--- src/rtl/adder_regbank_pkg.sv ---
// adder_regbank_pkg: register offsets, field bit positions and the
// per-channel handshake state type shared by the register bank files.
package adder_regbank_pkg;

  localparam logic [2:0] OFF_R0     = 3'd0;
  localparam logic [2:0] OFF_R1     = 3'd1;
  localparam logic [2:0] OFF_RES    = 3'd2;
  localparam logic [2:0] OFF_CTRL   = 3'd3;
  localparam logic [2:0] OFF_STATUS = 3'd4;
  localparam logic [2:0] OFF_IRQEN  = 3'd5;

  localparam int CTRL_START = 0;
  localparam int CTRL_OP    = 1;
  localparam int ST_DONE    = 0;
  localparam int ST_OVR     = 1;

  typedef enum logic [1:0] {
    IDLE,
    REQ,
    WAIT
  } ch_state_t;

endpackage

--- src/rtl/adder_regbank_ch.sv ---
// adder_regbank_ch: one channel's R0/R1/RES/CTRL/STATUS(/IRQ_EN) registers
// and its start/ack/done handshake FSM toward the adder datapath.
// Ports: clk/rst, decoded write (wr_sel/off/data/strb), read (rd_off ->
// rd_data), busy, datapath handshake (start/ack/done_in/result), op/r0/r1.
// With ADDER_REGBANK_IRQ_EN an IRQ_EN register and irq_req are added.
module adder_regbank_ch
  import adder_regbank_pkg::*;
#(
  parameter int DATA_W = 32
) (
  input  logic                clk,
  input  logic                rst,
  input  logic                wr_sel,
  input  logic [2:0]          wr_off,
  input  logic [DATA_W-1:0]   wr_data,
  input  logic [DATA_W/8-1:0] wr_strb,
  input  logic [2:0]          rd_off,
  output logic                busy,
  output logic                start,
  input  logic                ack,
  input  logic                done_in,
  input  logic [DATA_W-1:0]   result,
  output logic                op,
  output logic [DATA_W-1:0]   r0,
  output logic [DATA_W-1:0]   r1,
`ifdef ADDER_REGBANK_IRQ_EN
  output logic                irq_req,
`endif
  output logic [DATA_W-1:0]   rd_data
);

  localparam int SW = DATA_W / 8;

  ch_state_t         state, state_nx;
  logic [DATA_W-1:0] res;
  logic [DATA_W-1:0] bmask;
  logic              done_q, ovr_q;
  logic              wr_r0, wr_r1, wr_ctrl, wr_stat;
  logic              go, ovr_set, cap;

  always_comb begin
    bmask = '0;
    for (int b = 0; b < SW; b++)
      bmask[b*8 +: 8] = {8{wr_strb[b]}};
  end

  assign wr_r0   = wr_sel & (wr_off == OFF_R0) & ~busy;
  assign wr_r1   = wr_sel & (wr_off == OFF_R1) & ~busy;
  assign wr_ctrl = wr_sel & (wr_off == OFF_CTRL) & wr_strb[0];
  assign wr_stat = wr_sel & (wr_off == OFF_STATUS) & wr_strb[0];
  assign go      = wr_ctrl & ~busy & wr_data[CTRL_START];
  // A START attempt while busy is an overrun.
  assign ovr_set = wr_ctrl & busy & wr_data[CTRL_START];
  // Result is taken in WAIT on done, or in REQ when ack and done coincide.
  assign cap     = done_in & ((state == WAIT) |
                              ((state == REQ) & ack));

  always_ff @(posedge clk) begin
    if (rst) state <= IDLE;
    else     state <= state_nx;
  end

  always_comb begin
    state_nx = state;
    unique case (state)
      IDLE: if (go) state_nx = REQ;
      REQ: begin
        if (ack & done_in) state_nx = IDLE;
        else if (ack)      state_nx = WAIT;
      end
      WAIT: if (done_in) state_nx = IDLE;
      default: state_nx = IDLE;
    endcase
  end

  always_comb begin
    start = (state == REQ);
    busy  = (state != IDLE);
  end

  always_ff @(posedge clk) begin
    if (rst) begin
      r0     <= '0;
      r1     <= '0;
      res    <= '0;
      op     <= 1'b0;
      done_q <= 1'b0;
      ovr_q  <= 1'b0;
    end else begin
      if (wr_r0) r0 <= (r0 & ~bmask) | (wr_data & bmask);
      if (wr_r1) r1 <= (r1 & ~bmask) | (wr_data & bmask);
      if (wr_ctrl & ~busy) op <= wr_data[CTRL_OP];
      if (cap) res <= result;
      // Hardware set wins over a same-cycle W1C.
      done_q <= cap |
        (done_q & ~(wr_stat & wr_data[ST_DONE]));
      ovr_q <= ovr_set |
        (ovr_q & ~(wr_stat & wr_data[ST_OVR]));
    end
  end

`ifdef ADDER_REGBANK_IRQ_EN
  logic irq_en;

  always_ff @(posedge clk) begin
    if (rst)
      irq_en <= 1'b0;
    else if (wr_sel & (wr_off == OFF_IRQEN) & wr_strb[0])
      irq_en <= wr_data[0];
  end

  assign irq_req = done_q & irq_en;
`endif

  always_comb begin
    rd_data = '0;
    unique case (1'b1)
      (rd_off == OFF_R0):  rd_data = r0;
      (rd_off == OFF_R1):  rd_data = r1;
      (rd_off == OFF_RES): rd_data = res;
      (rd_off == OFF_CTRL): begin
        rd_data[CTRL_START] = busy;
        rd_data[CTRL_OP]    = op;
      end
      (rd_off == OFF_STATUS): begin
        rd_data[ST_DONE] = done_q;
        rd_data[ST_OVR]  = ovr_q;
      end
`ifdef ADDER_REGBANK_IRQ_EN
      (rd_off == OFF_IRQEN): rd_data[0] = irq_en;
`endif
      default: rd_data = '0;
    endcase
  end

endmodule

--- src/rtl/adder_regbank.sv ---
// adder_regbank: NUM_CH-channel register bank between the AMBA front end
// and the adder datapaths; word address = {channel, offset[2:0]}.
// Ports: ACLK/ARST, write (i_addr_wc/i_data_wc/i_strb_wc/i_en_amba_write,
// o_wr_err), read (i_addr_rc/o_data_rc/o_rd_err), per-channel handshake
// (o_start/i_ack/i_done/i_result) and operands (o_op/o_r0/o_r1), o_irq.
// Macro ADDER_REGBANK_IRQ_EN enables IRQ_EN registers and a live o_irq.
module adder_regbank
  import adder_regbank_pkg::*;
#(
  parameter int NUM_CH = 2,
  parameter int DATA_W = 32,
  parameter int ADDR_W = 32
) (
  input  logic                     ACLK,
  input  logic                     ARST,
  input  logic [ADDR_W-1:0]        i_addr_wc,
  input  logic [DATA_W-1:0]        i_data_wc,
  input  logic [DATA_W/8-1:0]      i_strb_wc,
  input  logic                     i_en_amba_write,
  output logic                     o_wr_err,
  input  logic [ADDR_W-1:0]        i_addr_rc,
  output logic [DATA_W-1:0]        o_data_rc,
  output logic                     o_rd_err,
  output logic [NUM_CH-1:0]        o_start,
  input  logic [NUM_CH-1:0]        i_ack,
  input  logic [NUM_CH-1:0]        i_done,
  input  logic [NUM_CH*DATA_W-1:0] i_result,
  output logic [NUM_CH-1:0]        o_op,
  output logic [NUM_CH*DATA_W-1:0] o_r0,
  output logic [NUM_CH*DATA_W-1:0] o_r1,
  output logic                     o_irq
);

  localparam int CHW = ADDR_W - 3;
  localparam logic [CHW-1:0] NCH = CHW'(NUM_CH);

  logic [CHW-1:0]    wr_ch, rd_ch;
  logic [2:0]        wr_off, rd_off;
  logic [NUM_CH-1:0] wr_sel, busy;
  logic [DATA_W-1:0] rd_data [NUM_CH];
  logic              tgt_busy, wr_oor, wr_blk;

  assign wr_ch  = i_addr_wc[ADDR_W-1:3];
  assign wr_off = i_addr_wc[2:0];
  assign rd_ch  = i_addr_rc[ADDR_W-1:3];
  assign rd_off = i_addr_rc[2:0];

  always_comb begin
    wr_sel   = '0;
    tgt_busy = 1'b0;
    for (int c = 0; c < NUM_CH; c++) begin
      if (wr_ch == CHW'(c)) begin
        wr_sel[c] = i_en_amba_write;
        tgt_busy  = busy[c];
      end
    end
  end

  assign wr_oor = (wr_ch >= NCH);
  assign wr_blk = tgt_busy &
    ((wr_off == OFF_R0) | (wr_off == OFF_R1) |
     (wr_off == OFF_CTRL));
  assign o_wr_err = i_en_amba_write &
    (wr_oor | (wr_off == OFF_RES) | wr_blk);

  always_comb begin
    o_data_rc = '0;
    for (int c = 0; c < NUM_CH; c++)
      if (rd_ch == CHW'(c)) o_data_rc = rd_data[c];
  end

  assign o_rd_err = (rd_ch >= NCH);

`ifdef ADDER_REGBANK_IRQ_EN
  logic [NUM_CH-1:0] irq_vec;
  logic              irq_q;

  always_ff @(posedge ACLK) begin
    if (ARST) irq_q <= 1'b0;
    else      irq_q <= |irq_vec;
  end

  assign o_irq = irq_q;
`else
  assign o_irq = 1'b0;
`endif

  for (genvar c = 0; c < NUM_CH; c++) begin : g_ch
    adder_regbank_ch #(
      .DATA_W(DATA_W)
    ) u_ch (
      .clk     (ACLK),
      .rst     (ARST),
      .wr_sel  (wr_sel[c]),
      .wr_off  (wr_off),
      .wr_data (i_data_wc),
      .wr_strb (i_strb_wc),
      .rd_off  (rd_off),
      .busy    (busy[c]),
      .start   (o_start[c]),
      .ack     (i_ack[c]),
      .done_in (i_done[c]),
      .result  (i_result[c*DATA_W +: DATA_W]),
      .op      (o_op[c]),
      .r0      (o_r0[c*DATA_W +: DATA_W]),
      .r1      (o_r1[c*DATA_W +: DATA_W]),
`ifdef ADDER_REGBANK_IRQ_EN
      .irq_req (irq_vec[c]),
`endif
      .rd_data (rd_data[c])
    );
  end

endmodule

--- config.mk ---
export PLATFORM = sky130hd
export DESIGN_NAME = adder_regbank
export DESIGN_NICKNAME = d
export VERILOG_FILES = /design/src/rtl/adder_regbank_pkg.sv /design/src/rtl/adder_regbank_ch.sv /design/src/rtl/adder_regbank.sv
export SDC_FILE = /design/constraint.sdc
export NUM_CORES = 1
export LEC_CHECK = 0
export CAP_MARGIN = 20
export CORE_MARGIN = 4
export CORE_UTILIZATION = 50
export CTS_CLUSTER_DIAMETER = 100
export DETAILED_ROUTE_END_ITERATION = 8
export DONT_BUFFER_PORTS = 1
export PLACE_DENSITY = 0.62
export SETUP_SLACK_MARGIN = 0.15
export SLEW_MARGIN = 20
export SYNTH_ARGS = -nofsm -noshare
export SYNTH_HDL_FRONTEND = slang
export SYNTH_SLANG_ARGS = --single-unit
--- constraint.sdc ---
create_clock -name ACLK -period 6.4 [get_ports ACLK]
set_clock_uncertainty 0.05 [all_clocks]
set_input_delay 0.64 -clock ACLK [delete_from_list [all_inputs] [get_ports ACLK]]
set_output_delay 0.64 -clock ACLK [all_outputs]
set_load 0.02 [all_outputs]
Word-level counts from Yosys, hierarchy flattened

Index checks and enable logic that the tools add are counted.

Equal/unequal tests: 20
Multiplexer cells: 20
Bitwise logic cells: 66
Reductions and logical operators: 10
$lt $le $gt $ge: 2

Operator list:

| kind                                                                                 | count |
|---|---|
| 30-bit one-hot mux with 3 select lines                                               | 2 |
| 32-bit AND                                                                           | 5 |
| 32-bit bitwise OR                                                                    | 4 |
| 32-bit 2-to-1 mux                                                                    | 2 |
| 29-bit by 1-bit equality test with 1-bit output, second input constant               | 2 |
| 29-bit by 2-bit greater-or-equal comparator with 1-bit output, second input constant | 2 |
| 29-bit logical NOT                                                                   | 2 |
| 1-bit AND                                                                            | 40 |
| 32-bit NOT                                                                           | 1 |
| 2-bit one-hot mux with 5 select lines                                                | 2 |
| 2-bit 2-to-1 mux                                                                     | 8 |
| 3-bit by 2-bit equality test with 1-bit output, second input constant                | 4 |
| 2-bit one-hot mux with 3 select lines                                                | 2 |
| 1-bit bitwise OR                                                                     | 10 |
| 3-bit by 1-bit equality test with 1-bit output, second input constant                | 2 |
| 3-bit equality test, second input constant                                           | 2 |
| 3-bit logical NOT                                                                    | 2 |
| 3-bit inequality test, second input constant                                         | 2 |
| 1-bit NOT                                                                            | 6 |
| 3-bit AND reduction                                                                  | 2 |
| 2-bit by 1-bit equality test with 1-bit output, second input constant                | 2 |
| 2-bit equality test, second input constant                                           | 2 |
| 2-bit logical NOT                                                                    | 2 |
| 1-bit 2-to-1 mux                                                                     | 4 |
| 3 further kinds                                                                      | 6 |

Logic and storage cells: 132
Register bits: 202
Output and inout bits: 167

Longest topological paths before layout

Word-level depth: 8
Mapped depth: 7
Gate-level depth less buffers: 4

Modules after synthesis

From an unflattened synthesis, not the netlist that was laid out.

Cell total of the unflattened synthesis: 1223
Area total of the unflattened synthesis: 11389.7 um^2

By module, submodules not included:

| module                           | area an instance (um^2) | times used | cells an instance |
|---|---|---|---|
| adder_regbank_ch at g_ch[0].u_ch | 5260.0                  | 1          | 566 |
| adder_regbank_ch at g_ch[1].u_ch | 5241.3                  | 1          | 554 |
| adder_regbank                    | 888.4                   | 1          | 103 |

Least setup slack after synthesis

No wires, ideal clock.

Path type: input to output
Start point: input i_addr_rc[1]
End point: output o_data_rc[0]
Stages: 5
Slack: 3.399 ns
Arrival time: 2.311 ns
Buffers on the path: 1
Cell sequence: clkbuf_1 nor2_1 a2111oi_0 a221oi_1 nor4b_1

Longest elaborated chain between the ends: 4

RTL lines:

| element                                     | RTL line                | source |
|---|---|---|
| from (decl)                                 | adder_regbank.sv:21     | `input logic [ADDR_W-1:0] i_addr_rc,` |
| 3-bit equality test (tied with other cells) | adder_regbank_ch.sv:125 | `(rd_off == OFF_STATUS): begin` |
| 2-bit one-hot mux with 5 select lines       | adder_regbank_ch.sv:117 | `unique case (1'b1)` |
| 32-bit 2-to-1 mux                           | adder_regbank.sv:69     | `if (rd_ch == CHW'(c)) o_data_rc = rd_data[c];` |
| 32-bit 2-to-1 mux (*)                       | adder_regbank.sv:69     |  |
| to (decl)                                   | adder_regbank.sv:22     | `output logic [DATA_W-1:0] o_data_rc,` |

Every way passes the cells marked *; elsewhere a longest branch is shown, timed or not.

Worst setup path in the final report

Start point: register g_ch[0].u_ch.state[0]
End point: output o_data_rc[0]

Longest elaborated chain between the ends: 4

RTL lines:

| element                               | RTL line                | source |
|---|---|---|
| from (decl)                           | adder_regbank_ch.sv:34  | `ch_state_t state, state_nx;` |
| from (signal assigned)                | adder_regbank_ch.sv:60  | `else state <= state_nx;` |
| 2-bit nonzero test                    | adder_regbank_ch.sv:78  | `busy = (state != IDLE);` |
| 2-bit one-hot mux with 5 select lines | adder_regbank_ch.sv:117 |  |
| 32-bit 2-to-1 mux (2 in series)       | adder_regbank.sv:69     |  |

No other way between the ends.

==> metrics.md <==
| Metric | Value |
|---|---|
| Area after DPL | 0.0102 mm2 |
| Drt total wl | 29500 um |
| I/O pin count | 338 |
| First-pass GRT wire length | 44200 um |
| Critical Path End Type | output pin |
| Max IR drop VDD | 0.167 mV |
| Layout cell share with drive strength beyond 1 | 0.123 |
| Data required, critical path | 5710 ps |
| CP Data Arrival Time | 2720 ps |
| Fmax | 0.293 GHz |
| Standard-cell rows | 51 |
| Synth cell types | 57 |
| Post-layout min period | 3410 ps |
| Die Wd | 150 um |
| Clock Sink Count | 202 |
| H-tree depth | 1 |
| Fin crit share | 0.533 |
| FF-to-FF setup slack | 4090 ps |
| Syn_nets | 1285 |
| Fin. Hold Viols | 0 |
| RSZ-0062 raised after global routing | false |
| P&R area growth vs syn | 8.06% |
| Status | finished clean |
| Total grt overflow | 0 |
| Max Cap Violations | 0 |
| Fraction of registers with async set/reset | 0 |
| Most common cell after layout, fill and taps aside | dfxtp_1 |
| Worst Path Class, Setup | reg2out |
| Max_slew headroom | 0.278 |
| Post-Syn Area | 0.0101 mm2 |
| DRT Pass-1 Iters | 5 |
| Core Area | 0.0197 mm2 |
| Initial Util | 0.513 |
| Syn. warnings | 0 |
| DR iter-0 viols | 356 |
| Slowest cell on the critical path | nor4b_1 |
| Avg Vias per Cell | 5.86 |
| Clock Tree Buf Depth | 3 |
| DRC | 0 |
| Worst Setup Start Kind | flop |
| Filler Cells Inserted | 1849 |
| Final setup viols | 0 |
| Commonest non-fill, non-tap cells in the layout | dfxtp_1, nand2_1, mux2i_1, nand2b_1, a21oi_1 |
| Post-synth EDFFs | 0 |
| Critical-path maximum fanout | 7 |
| Cells after synthesis | 1114 |
| Worst min-delay path category | in2reg |
| Dpl hpwl | 20500 um |
| Die Area | 0.0226 mm2 |
| CP startpoint | g_ch[0].u_ch.state[0] |
| Clk root buf | clkbuf_16 |
| Critical R2R Launch | g_ch[0].u_ch.state[0] |
| Post-CTS sizing | 0 |
| Top_reg_cell synth | dfxtp_1 |
| Setup tns final | 0 ps |
| Area of the multi-input gates | 0.00571 mm2 |
| Port Buf Inserts | 0 |
| Max Slew Vio Count | 0 |
| Post-CTS Setup Bufs | 0 |
| Hold buffers post-CTS | 0 |
| Clk_lat worst skew | 510 ps |
| Termination of the worst setup path | o_data_rc[0] |
| Worst R2R Path Depth | 5 |
| Avg Inst Size Synth | 9.09 um2 |
| Design area | 0.0109 mm2 |
| Die Y | 150 um |
| Post-synthesis register bit count | 202 |
| Total track usage | 0.247 |
| Post-DR wirelength/cell | 21.9 um |
| Antenna-violating nets left | 0 |
| Vias in the first global route | 7730 |
| CTS tree | built |
| Initial antenna violation count | 1 |
| PD cells | 238 mW/mm2 |
| Pin count of the biggest net entering global routing | 239 |
| Nets | 1240 |
| Seq/Total Area, Yosys | 0.399 |
| Clk slew on worst S/H paths | 70 ps |
| Final RePlAce weighted congestion | 0.813 |
| TritonCTS Buffers | 23 |
| Static Leak | 4.43 nW |
| Slew @ Worst Pin | 1080 ps |
| Reg area | 0.00404 mm2 |
| CP Cell Sequence | nor2_1 > a2111oi_0 > a221oi_1 > nor4b_1 |
| Worst path max stage delay | 850 ps |
| Vias | 7898 |
-- cells in the mapped netlist, drive strengths merged (2+ instances only) --
cell	number	area share
nor2b	7	0.0043
nor2	11	0.0041
clkbuf	60	0.025
mux2i	191	0.19
nor3b	2	0.0020
nor3	6	0.0035
a21oi	71	0.035
o31ai	2	0.0015
nand4	17	0.021
nand2	197	0.073
nor4b	3	0.0026
dfxtp	202	0.40
a22o	30	0.026
and4	5	0.0043
nor4	16	0.011
nand3	5	0.0025
inv	5	0.0019
or4	3	0.0033
o21ai	65	0.032
o41ai	2	0.0017
buf	21	0.014
mux2	3	0.0033
o221ai	2	0.0017
o21a	2	0.0015
and3	2	0.0012
nand2b	103	0.064
and3b	2	0.0017
or2b	61	0.052
-- layout make-up --
class | instances | share of cell area
Antenna cell | 1 | 0.000229
Clock buffer | 34 | 0.0610
Timing Repair Buffer | 11 | 0.00938
Multi-Input combinational cell | 826 | 0.522
Clock inverter | 4 | 0.00549
Tap cell | 265 | 0.0303
Inverter | 5 | 0.00172
Sequential cell | 202 | 0.370
-- per-layer routing --
metal	wire length, um	track usage	vias to the layer above	share of wire
met2	14100	0.420	290	0.48
met3	2860	0.0888	58	0.097
met4	812	0.0727	0	0.028
li1	-	-	3782	-
met1	11700	0.291	3768	0.40
met5	0	0	-	0
-- stage by stage --
step / util / hold slack, ps / setup slack [ps] / power (mW) / cells
2_1_floorplan: - / 383 / 3400 / 1.37 / 1114
3_3_place_gp: 0.516 / 386 / 3430 / 1.35 / 1308
3_5_place_dp: 0.516 / 391 / 3420 / 1.35 / 1308
4_1_cts: 0.553 / 137 / 3020 / 2.62 / 1346
5_1_grt: 0.555 / 134 / 2750 / 2.68 / 1348
6_report: 0.555 / 153 / 2990 / 2.60 / 1348
-- report_power, final --
part | leakage, nW | switching (mW) | total [mW] | internal [mW]
registers | 1.63 | 0.000000000210 | 1.26 | 1.26
clock network | 0.358 | 0.521 | 1.28 | 0.760
logic | 2.44 | 0.0294 | 0.0651 | 0.0357
-- logic make-up after synthesis --
family,Yosys count,share of synthesized area
AOI/OAI and AO/OA,184,0.109
buffers and inverters,86,0.0412
DFF,202,0.399
muxes,194,0.192
other,1,0.000370
and+or+nand+nor,447,0.258
-- critical path, delay by kind of cell, from the launching register on --
kind            cells  cell delay [ps]
flops               1              440
compound gates      2              780
simple gates        2             1000
-- how the worst min path moves through the flow --
stage	from	endpoint	slack [ps]	cells after the start
floorplan	g_ch[1].u_ch.res[1]	g_ch[1].u_ch.res[1]	380	2
CTS	ARST	g_ch[0].u_ch.res[12]	140	1
global placement	g_ch[1].u_ch.res[1]	g_ch[1].u_ch.res[1]	390	2
finish	i_done[1]	g_ch[1].u_ch.state[1]	150	1
global route	i_done[1]	g_ch[1].u_ch.state[1]	130	1
detailed placement	g_ch[1].u_ch.res[12]	g_ch[1].u_ch.res[12]	390	2
No activity file was read; power rests on OpenSTA's default activity.
